--- src/rtl/counter_seq_ctrl_if.sv ---
// Config/control/status bundle for counter_seq_ctrl.
// The master side drives config and commands; the slave side is the sequencer.
interface counter_seq_ctrl_if #(
    parameter int unsigned WIDTH  = 12,
    parameter int unsigned PCNT_W = 4
);
    logic              cfg_valid;
    logic              cfg_ready;
    logic [WIDTH-1:0]  cfg_limit;
    logic [PCNT_W-1:0] cfg_periods;
    logic              start;
    logic              pause;
    logic              stop;
    logic [WIDTH-1:0]  count;
    logic [PCNT_W-1:0] period_cnt;
    logic              tick;
    logic              done;
    logic              busy;
    logic              err;

    modport master (
        output cfg_valid, cfg_limit, cfg_periods, start, pause, stop,
        input  cfg_ready, count, period_cnt, tick, done, busy, err
    );

    modport slave (
        input  cfg_valid, cfg_limit, cfg_periods, start, pause, stop,
        output cfg_ready, count, period_cnt, tick, done, busy, err
    );
endinterface

--- src/rtl/counter_seq_ctrl.sv ---
// Programmable interval sequencer: 12-bit up-counter wrapping at a configurable limit,
// with start/pause/stop control, per-period tick and a done pulse after the last period.
module counter_seq_ctrl #(
    parameter int unsigned       WIDTH         = 12,
    parameter int unsigned       PCNT_W        = 4,
    parameter logic [WIDTH-1:0]  DEFAULT_LIMIT = WIDTH'(15)
) (
    input  logic                 clk,
    input  logic                 reset,
    counter_seq_ctrl_if.slave    bus
);
    typedef enum logic [1:0] {StIdle, StRun, StPause, StDone} state_e;

    state_e            state_q, state_d;
    logic [WIDTH-1:0]  count_q, count_d;
    logic [WIDTH-1:0]  limit_q, limit_d;
    logic [PCNT_W-1:0] periods_q, periods_d;
    logic [PCNT_W-1:0] period_cnt_q, period_cnt_d;
    logic              tick_q, tick_d;
    logic              done_q, done_d;
    logic              err_q, err_d;

    logic [WIDTH-1:0]  eff_limit;
    logic [PCNT_W-1:0] pcnt_inc;

    // A same-cycle config offer takes effect for a start in that cycle.
    assign eff_limit = bus.cfg_valid ? bus.cfg_limit : limit_q;
    assign pcnt_inc  = period_cnt_q + 1'b1;

    always_comb begin
        state_d      = state_q;
        count_d      = count_q;
        limit_d      = limit_q;
        periods_d    = periods_q;
        period_cnt_d = period_cnt_q;
        tick_d       = 1'b0;
        done_d       = 1'b0;
        err_d        = 1'b0;

        unique case (state_q)
            StIdle: begin
                if (bus.cfg_valid) begin
                    limit_d   = bus.cfg_limit;
                    periods_d = bus.cfg_periods;
                end
                if (bus.start) begin
                    if (eff_limit != '0) begin
                        state_d      = StRun;
                        count_d      = '0;
                        period_cnt_d = '0;
                    end else begin
                        err_d = 1'b1;
                    end
                end
            end
            StRun: begin
                if (bus.stop) begin
                    state_d      = StIdle;
                    count_d      = '0;
                    period_cnt_d = '0;
                end else if (bus.pause) begin
                    state_d = StPause;
                end else if (count_q != limit_q) begin
                    count_d = count_q + 1'b1;
                end else begin
                    count_d      = '0;
                    tick_d       = 1'b1;
                    period_cnt_d = pcnt_inc;
                    if (periods_q != '0 && pcnt_inc == periods_q) begin
                        state_d = StDone;
                        done_d  = 1'b1;
                    end
                end
            end
            StPause: begin
                if (bus.stop) begin
                    state_d      = StIdle;
                    count_d      = '0;
                    period_cnt_d = '0;
                end else if (bus.start) begin
                    state_d = StRun;
                end
            end
            StDone: begin
                state_d = StIdle;
                count_d = '0;
            end
            default: state_d = StIdle;
        endcase
    end

    always_ff @(posedge clk) begin
        if (reset) begin
            state_q      <= StIdle;
            count_q      <= '0;
            limit_q      <= DEFAULT_LIMIT;
            periods_q    <= '0;
            period_cnt_q <= '0;
            tick_q       <= 1'b0;
            done_q       <= 1'b0;
            err_q        <= 1'b0;
        end else begin
            state_q      <= state_d;
            count_q      <= count_d;
            limit_q      <= limit_d;
            periods_q    <= periods_d;
            period_cnt_q <= period_cnt_d;
            tick_q       <= tick_d;
            done_q       <= done_d;
            err_q        <= err_d;
        end
    end

    assign bus.count      = count_q;
    assign bus.period_cnt = period_cnt_q;
    assign bus.tick       = tick_q;
    assign bus.done       = done_q;
    assign bus.err        = err_q;
    assign bus.cfg_ready  = (state_q == StIdle);
    assign bus.busy       = (state_q == StRun) || (state_q == StPause);
endmodule

--- src/flat_wrapper.sv ---
// flat-port wrapper written by rule: the top's interface ports become plain ports
module counter_seq_ctrl_flat 
#(
    parameter int unsigned       WIDTH         = 12,
    parameter int unsigned       PCNT_W        = 4,
    parameter logic [WIDTH-1:0]  DEFAULT_LIMIT = WIDTH'(15)
)
  (clk, reset, bus_cfg_valid, bus_cfg_limit, bus_cfg_periods, bus_start, bus_pause, bus_stop, bus_cfg_ready, bus_count, bus_period_cnt, bus_tick, bus_done, bus_busy, bus_err);
  counter_seq_ctrl_if #(.WIDTH(WIDTH), .PCNT_W(PCNT_W)) bus_i ();
  input  logic clk;
  input  logic reset;
  input wire logic [$bits(bus_i.cfg_valid)-1:0] bus_cfg_valid;
  input wire logic [$bits(bus_i.cfg_limit)-1:0] bus_cfg_limit;
  input wire logic [$bits(bus_i.cfg_periods)-1:0] bus_cfg_periods;
  input wire logic [$bits(bus_i.start)-1:0] bus_start;
  input wire logic [$bits(bus_i.pause)-1:0] bus_pause;
  input wire logic [$bits(bus_i.stop)-1:0] bus_stop;
  output wire logic [$bits(bus_i.cfg_ready)-1:0] bus_cfg_ready;
  output wire logic [$bits(bus_i.count)-1:0] bus_count;
  output wire logic [$bits(bus_i.period_cnt)-1:0] bus_period_cnt;
  output wire logic [$bits(bus_i.tick)-1:0] bus_tick;
  output wire logic [$bits(bus_i.done)-1:0] bus_done;
  output wire logic [$bits(bus_i.busy)-1:0] bus_busy;
  output wire logic [$bits(bus_i.err)-1:0] bus_err;
  assign bus_i.cfg_valid = bus_cfg_valid;
  assign bus_i.cfg_limit = bus_cfg_limit;
  assign bus_i.cfg_periods = bus_cfg_periods;
  assign bus_i.start = bus_start;
  assign bus_i.pause = bus_pause;
  assign bus_i.stop = bus_stop;
  assign bus_cfg_ready = bus_i.cfg_ready;
  assign bus_count = bus_i.count;
  assign bus_period_cnt = bus_i.period_cnt;
  assign bus_tick = bus_i.tick;
  assign bus_done = bus_i.done;
  assign bus_busy = bus_i.busy;
  assign bus_err = bus_i.err;
  counter_seq_ctrl #(.WIDTH(WIDTH), .PCNT_W(PCNT_W), .DEFAULT_LIMIT(DEFAULT_LIMIT)) u_core (.clk(clk), .reset(reset), .bus(bus_i));
endmodule
--- config.mk ---
export PLATFORM = sky130hd
export DESIGN_NAME = counter_seq_ctrl_flat
export DESIGN_NICKNAME = d
export VERILOG_FILES = /design/src/rtl/counter_seq_ctrl_if.sv /design/src/rtl/counter_seq_ctrl.sv /design/src/flat_wrapper.sv
export SDC_FILE = /design/constraint.sdc
export NUM_CORES = 1
export LEC_CHECK = 0
export BUFFER_PORTS_ARGS = -buffer_cell sky130_fd_sc_hd__buf_2
export CORE_ASPECT_RATIO = 0.7
export CORE_MARGIN = 8
export CORE_UTILIZATION = 39
export CTS_BUF_LIST = sky130_fd_sc_hd__clkbuf_8
export CTS_CLUSTER_SIZE = 25
export DETAILED_ROUTE_END_ITERATION = 16
export GPL_TIMING_DRIVEN = 0
export PLACE_DENSITY = 0.6
export SLEW_MARGIN = 0
export SYNTH_ARGS = -nofsm -noshare
export SYNTH_HDL_FRONTEND = slang
export SYNTH_SLANG_ARGS = --single-unit
export TNS_END_PERCENT = 30
--- constraint.sdc ---
create_clock -name clk -period 1.9 [get_ports clk]
set_clock_uncertainty 0.05 [all_clocks]
set_input_delay 0.38 -clock clk [delete_from_list [all_inputs] [get_ports clk]]
set_output_delay 0.38 -clock clk [all_outputs]
set_load 0.05 [all_outputs]
## Word-level counts from Yosys, hierarchy flattened

Index checks and enable logic that the tools add are counted.

| word-level totals | value |
|---|---|
| input bits | 22 |
| bits in registers | 37 |
| output and inout port bits | 21 |
| logic and storage cells | 66 |

| operators by class | value |
|---|---|
| bitwise gates (word level) | 3 |
| reductions and logical operators | 13 |
| muxes and demuxes | 27 |
| equality and inequality tests | 13 |
| add/subtract/negate cells | 2 |

Operator list:

| operator | number |
|---|---|
| $mux W12 | 7 |
| $pmux W12 S4 | 1 |
| $mux W4 | 6 |
| $mux W2 | 8 |
| $add A12 B1 Y12 const B | 1 |
| $ne A12 B12 Y1 | 1 |
| $pmux W4 S3 | 1 |
| $reduce_bool A12 Y1 | 1 |
| $ne A3 B3 Y1 const B | 3 |
| $pmux W2 S4 | 1 |
| $reduce_and A6 Y1 | 1 |
| $reduce_and A5 Y1 | 1 |
| $reduce_or A5 Y1 | 1 |
| $add A4 B1 Y4 const B | 1 |
| $eq A2 B2 Y1 const B | 2 |
| $eq A4 B4 Y1 | 1 |
| $ne A2 B2 Y1 const B | 2 |
| $ne A4 B3 Y1 const B | 1 |
| $ne A4 B4 Y1 const B | 1 |
| $reduce_and A4 Y1 | 1 |
| $reduce_bool A4 Y1 | 1 |
| $reduce_or A4 Y1 | 1 |
| $mux W1 | 3 |
| $not A1 Y1 | 3 |
| other kinds (8) | 8 |

## Logic depth before layout (Yosys ltp)

| depth | value |
|---|---|
| depth in word-level cells | 8 |
| gate-level depth with buffers | 10 |
| mapped depth without buffers | 8 |

## Worst setup path before layout

Ideal clock, no wire load.

| path | value |
|---|---|
| path type | register to register |
| start | reg u_core.state_q[0] |
| end | reg u_core.state_q[1] |
| setup slack | -0.346 ns |
| stages on the path, launching flop included | 11 |
| buffers on the path | 2 |
| period minus slack after synthesis | 2.246 ns |
| arrival | 2.124 ns |
| cells stage by stage | dfxtp_1 -> inv_1 -> ha_1 -> and2_1 -> buf_2 -> nand3_1 -> a22oi_2 -> buf_2 -> nor2_1 -> o21ai_0 -> mux2i_1 |

| on the way | value |
|---|---|
| word-level cells in the longest chain between the ends | 3 |

Ends and longest elaborated chain:

| what | RTL line | RTL |
|---|---|---|
| start, declared | counter_seq_ctrl.sv:14 | `state_e state_q, state_d;` |
| start signal, assigned | counter_seq_ctrl.sv:94 | `state_q <= StIdle;` |
| start signal, assigned | counter_seq_ctrl.sv:103 | `state_q <= state_d;` |
| $logic_not A2 Y1 (*) | n/a |  |
| named net bus_cfg_ready | flat_wrapper.sv:18 | `output wire logic [$bits(bus_i.cfg_ready)-1:0] bus_cfg_ready;` |
| $ne A2 B1 Y1 (no source line) / $ne A2 B2 Y1 (equally long branches) | n/a |  |
| $reduce_and A5 Y1 (no source line) | n/a |  |

Mark *: on every way through the listed nets, which the timed path passes. The rest lies on a longest branch.
A chain may end at the register's enable or synchronous reset.

## Worst setup path in the final report

| path | value |
|---|---|
| start | reg u_core.state_q[1] |
| end | reg u_core.count_q[8] (netlist: u_core.bus.count[8]) |

| on the way | value |
|---|---|
| word-level cells in the longest chain between the ends | 3 |

Ends and longest elaborated chain:

| what | RTL line | RTL |
|---|---|---|
| $eq A2 B1 Y1 (tied with other cells) | counter_seq_ctrl.sv:40 | `unique case (state_q)` |
| $ne A3 B3 Y1 (no source line) (tied with other cells) | n/a |  |
| $reduce_and A4 Y1 (no source line) | n/a |  |
| end signal, assigned | counter_seq_ctrl.sv:104 | `count_q <= count_d;` |
| end, declared | counter_seq_ctrl.sv:15 | `logic [WIDTH-1:0] count_q, count_d;` |

Several ways; a longest one is shown, not always the timed one.

==> flow_summary.ini <==
[layout]
synthToLayoutAreaGrowth_pct = 33.9
fin_area_um2 = 2560
fin_nets = 321
nFillCells = 458
num_antenna_cells = 0
regArea_um2 = 773
drive_above_1_share_pct = 34.7
multiInputGateArea_um2 = 1210
final_util_pct = 53.8

[logic_synthesis]
synth-edff-count = 0
ys_seq_area_share_pct = 38.8
ys.flop_type = dfxtp_1
syn_area_per_cell_um2 = 8.13
synth_compound_area_share_pct = 9.23
synth_warnings = 0
synthesis.nets = 263
synth_common_cells = 49 x nand2_1, 37 x dfxtp_1, 19 x nor2_1
yosysMostFrequentCell = nand2_1
synth_mux_area_share_pct = 1.05
yosys-top-cells-area = dfxtp_1 39%, nand2_1 9.6%, xor2_1 6.9%
yosys.area.top_type = dfxtp_1
synthCells = 235
synth_simple_gate_area_share_pct = 31.5
synth_area_um2 = 1910
synth_xor_xnor_area_share_pct = 12.4
yosysUniqueCellTypes = 37
ys_ff_latch = 37
synthArstFlopShare_pct = 0
synth_top_family_by_area = simple AND/OR/NAND/NOR gates
synth_fa_ha_area_share_pct = 3.93
synth_top_area_share_pct = 38.8

[min_path]
holdPathEnd = u_core.bus.tick$_SDFF_PP0_
hold_path_class = in -> reg
whs_path_depth = 2
hp-start = reset

[global_route]
antenna_found_initial = 0
grt_pass1_wl_mm = 8.19
gr-total-overflow = 0
grt_max_degree = 13
grt_pass1_vias = 1666
grtUsageTotal_pct = 13.9

[placed_design]
place_congestion = 0.831
io_buffers = 41
hpwl_mm = 3.78
placed_cell_area_um2 = 2260

[sta]
period_minus_slack_ps = 1870
rsz0062_at_grt = yes
hold_viol = 0
slew_violations = 0
tightest_slew_ps = 454
relSlewSlack_pct = 69.7
timing.fmax_mhz = 534
holdWs_ps = 275
setup_viol = 0
post-route-period-util_pct = 98.6
tns_ps = 0

[cts]
clockRootBuffer = clkbuf_8
clk_pin_slew_ps = 80
h-tree-depth = 2
clock_path_buffers = 2
cts_num_sinks = 37
cts_tree = done
clkLatencyLatePin_ps = 290
numCtsBuffers = 5

[worst_setup_path]
timing.rr.end = u_core.bus.count[8]$_SDFFE_PP0P_
path_max_fanout = 5
rr_worst_depth = 11
start_kind = register
cp.required_ps = 2040
end_kind = register
worstSetupPathType = reg -> reg
r2r_start = u_core.state_q[1]$_SDFFE_PP0P_
critPathArrivalTime_ps = 2010
r2r_setup_slack_ps = 30

[floorplan]
row_count = 21
start_util_pct = 40.2
coreArea_um2 = 4760
io_pins = 43
dieWidth_um = 99.7
die_area_um2 = 7430
die_y_um = 74.6

[status]
status = complete, no violations

[detailed_routing]
wl_mm = 5.05
vias_per_cell = 4.84
drt-initial-drc-count = 95
vias = 1758
drtPass1Iterations = 4
drc = 0
wl_per_cell_um = 13.9
postRouteAntennaNets = 0

[run]
drv_cap = 0

[pwr]
power.density_nw_per_um2 = 760
total_leakage_power_uw = 0.00107
vdd_ir_drop_max_mv = 0.490
power.total_uw = 1940
## critical path: stages (launching register included)
cell	delay, ps
dfxtp_2	360
inv_2	60
ha_4	180
and2_4	140
buf_6	110
nand3_4	50
a22oi_2	60
buf_6	140
buf_4	150
nor4_4	280
xnor2_1	150
nor2_1	50
## metrics by stage
step / instances / worst slack [ps]
6_report: 363 / 26.1
5_1_grt: 363 / -58.7
4_1_cts: 362 / 0.730
3_5_place_dp: 345 / -171
3_3_place_gp: 345 / -162
2_1_floorplan: 235 / -6.83
## cell usage in the layout, fill, tap and decap left out, types with 2 or more instances in the layout
cell type	n
nand2b_1	3
ha_1	5
nor3_1	8
nand2_1	49
mux2i_1	2
nor4_2	3
clkbuf_8	6
nor2_1	17
xor2_1	15
a21oi_1	16
dfxtp_1	21
nand3b_1	6
nor4b_1	2
a21o_1	2
nor3_2	2
xnor2_1	12
clkbuf_1	4
nand3_1	7
buf_2	42
buf_4	9
nor4_1	5
nor3b_1	2
dfxtp_2	11
nor4_4	3
o21ai_0	2
buf_6	5
o21ai_1	4
nor2b_1	2
dfxtp_4	5
inv_1	2
## power by group
part	leakage (uW)	internal [uW]	total (uW)	switching [uW]
sequential	0.000311	806	846	39.9
clock	0.0000574	427	716	289
combinational	0.000702	155	382	226
## cell type report
type | instances | share of cell area (%)
Buffer | 9 | 2.64
Clock buffer | 6 | 3.23
Clock inverter | 2 | 1.47
Tap cell | 69 | 3.37
Inverter | 4 | 0.685
Sequential cell | 37 | 30.2
Multi-Input combinational cell | 185 | 47.4
Timing Repair Buffer | 51 | 11.0
## flip-flops by register name (all words and copies together) (netlist names)
name                   cells
u_core.bus.period_cnt      4
u_core.periods_q           4
u_core.limit_q            12
u_core.bus.tick            1
u_core.bus.done            1
u_core.state_q             2
u_core.bus.count          12
u_core.bus.err             1
## what timing repair did
action | 4_1_cts | 5_1_grt
pin swaps | 7 | 4
resized for setup | 12 | 11
hold buffers | 0 | 0
cloned | 1 | 0
buffers inserted | 8 | 1
setup endpoints to repair | 18 | 17
## worst max path at each step
stage	start	to	cells past startpoint
global placement	u_core.state_q[1]$_SDFFE_PP0P_	u_core.bus.count[11]$_SDFFE_PP0P_	10
finish	u_core.state_q[1]$_SDFFE_PP0P_	u_core.bus.count[8]$_SDFFE_PP0P_	11
CTS	u_core.bus.count[8]$_SDFFE_PP0P_	u_core.bus.period_cnt[3]$_SDFFE_PP0P_	6
floorplan	u_core.state_q[1]$_SDFFE_PP0P_	u_core.state_q[1]$_SDFFE_PP0P_	10
detailed placement	u_core.state_q[1]$_SDFFE_PP0P_	u_core.bus.count[10]$_SDFFE_PP0P_	10
global route	u_core.state_q[1]$_SDFFE_PP0P_	u_core.bus.period_cnt[2]$_SDFFE_PP0P_	7
## per-layer routing
layer / track usage (%) / share of wire, % / wire [um] / vias up
met5: 0 / 0 / 0 / -
met4: 3.51 / 0.69 / 35 / 0
met3: 3.83 / 5.0 / 254 / 4
met2: 19.6 / 38 / 1940 / 48
met1: 19.9 / 56 / 2820 / 788
li1: - / - / - / 918
## kinds of logic after synthesis
kind of cell               after synthesis
and+or+nand+nor                        120
AOI/OAI and AO/OA                       30
xor gates and xnor gates                27
adders and majority gates                6
buffers and inverters                   13
DFF                                     37
muxes                                    2
(Power assumes the default switching activity.)
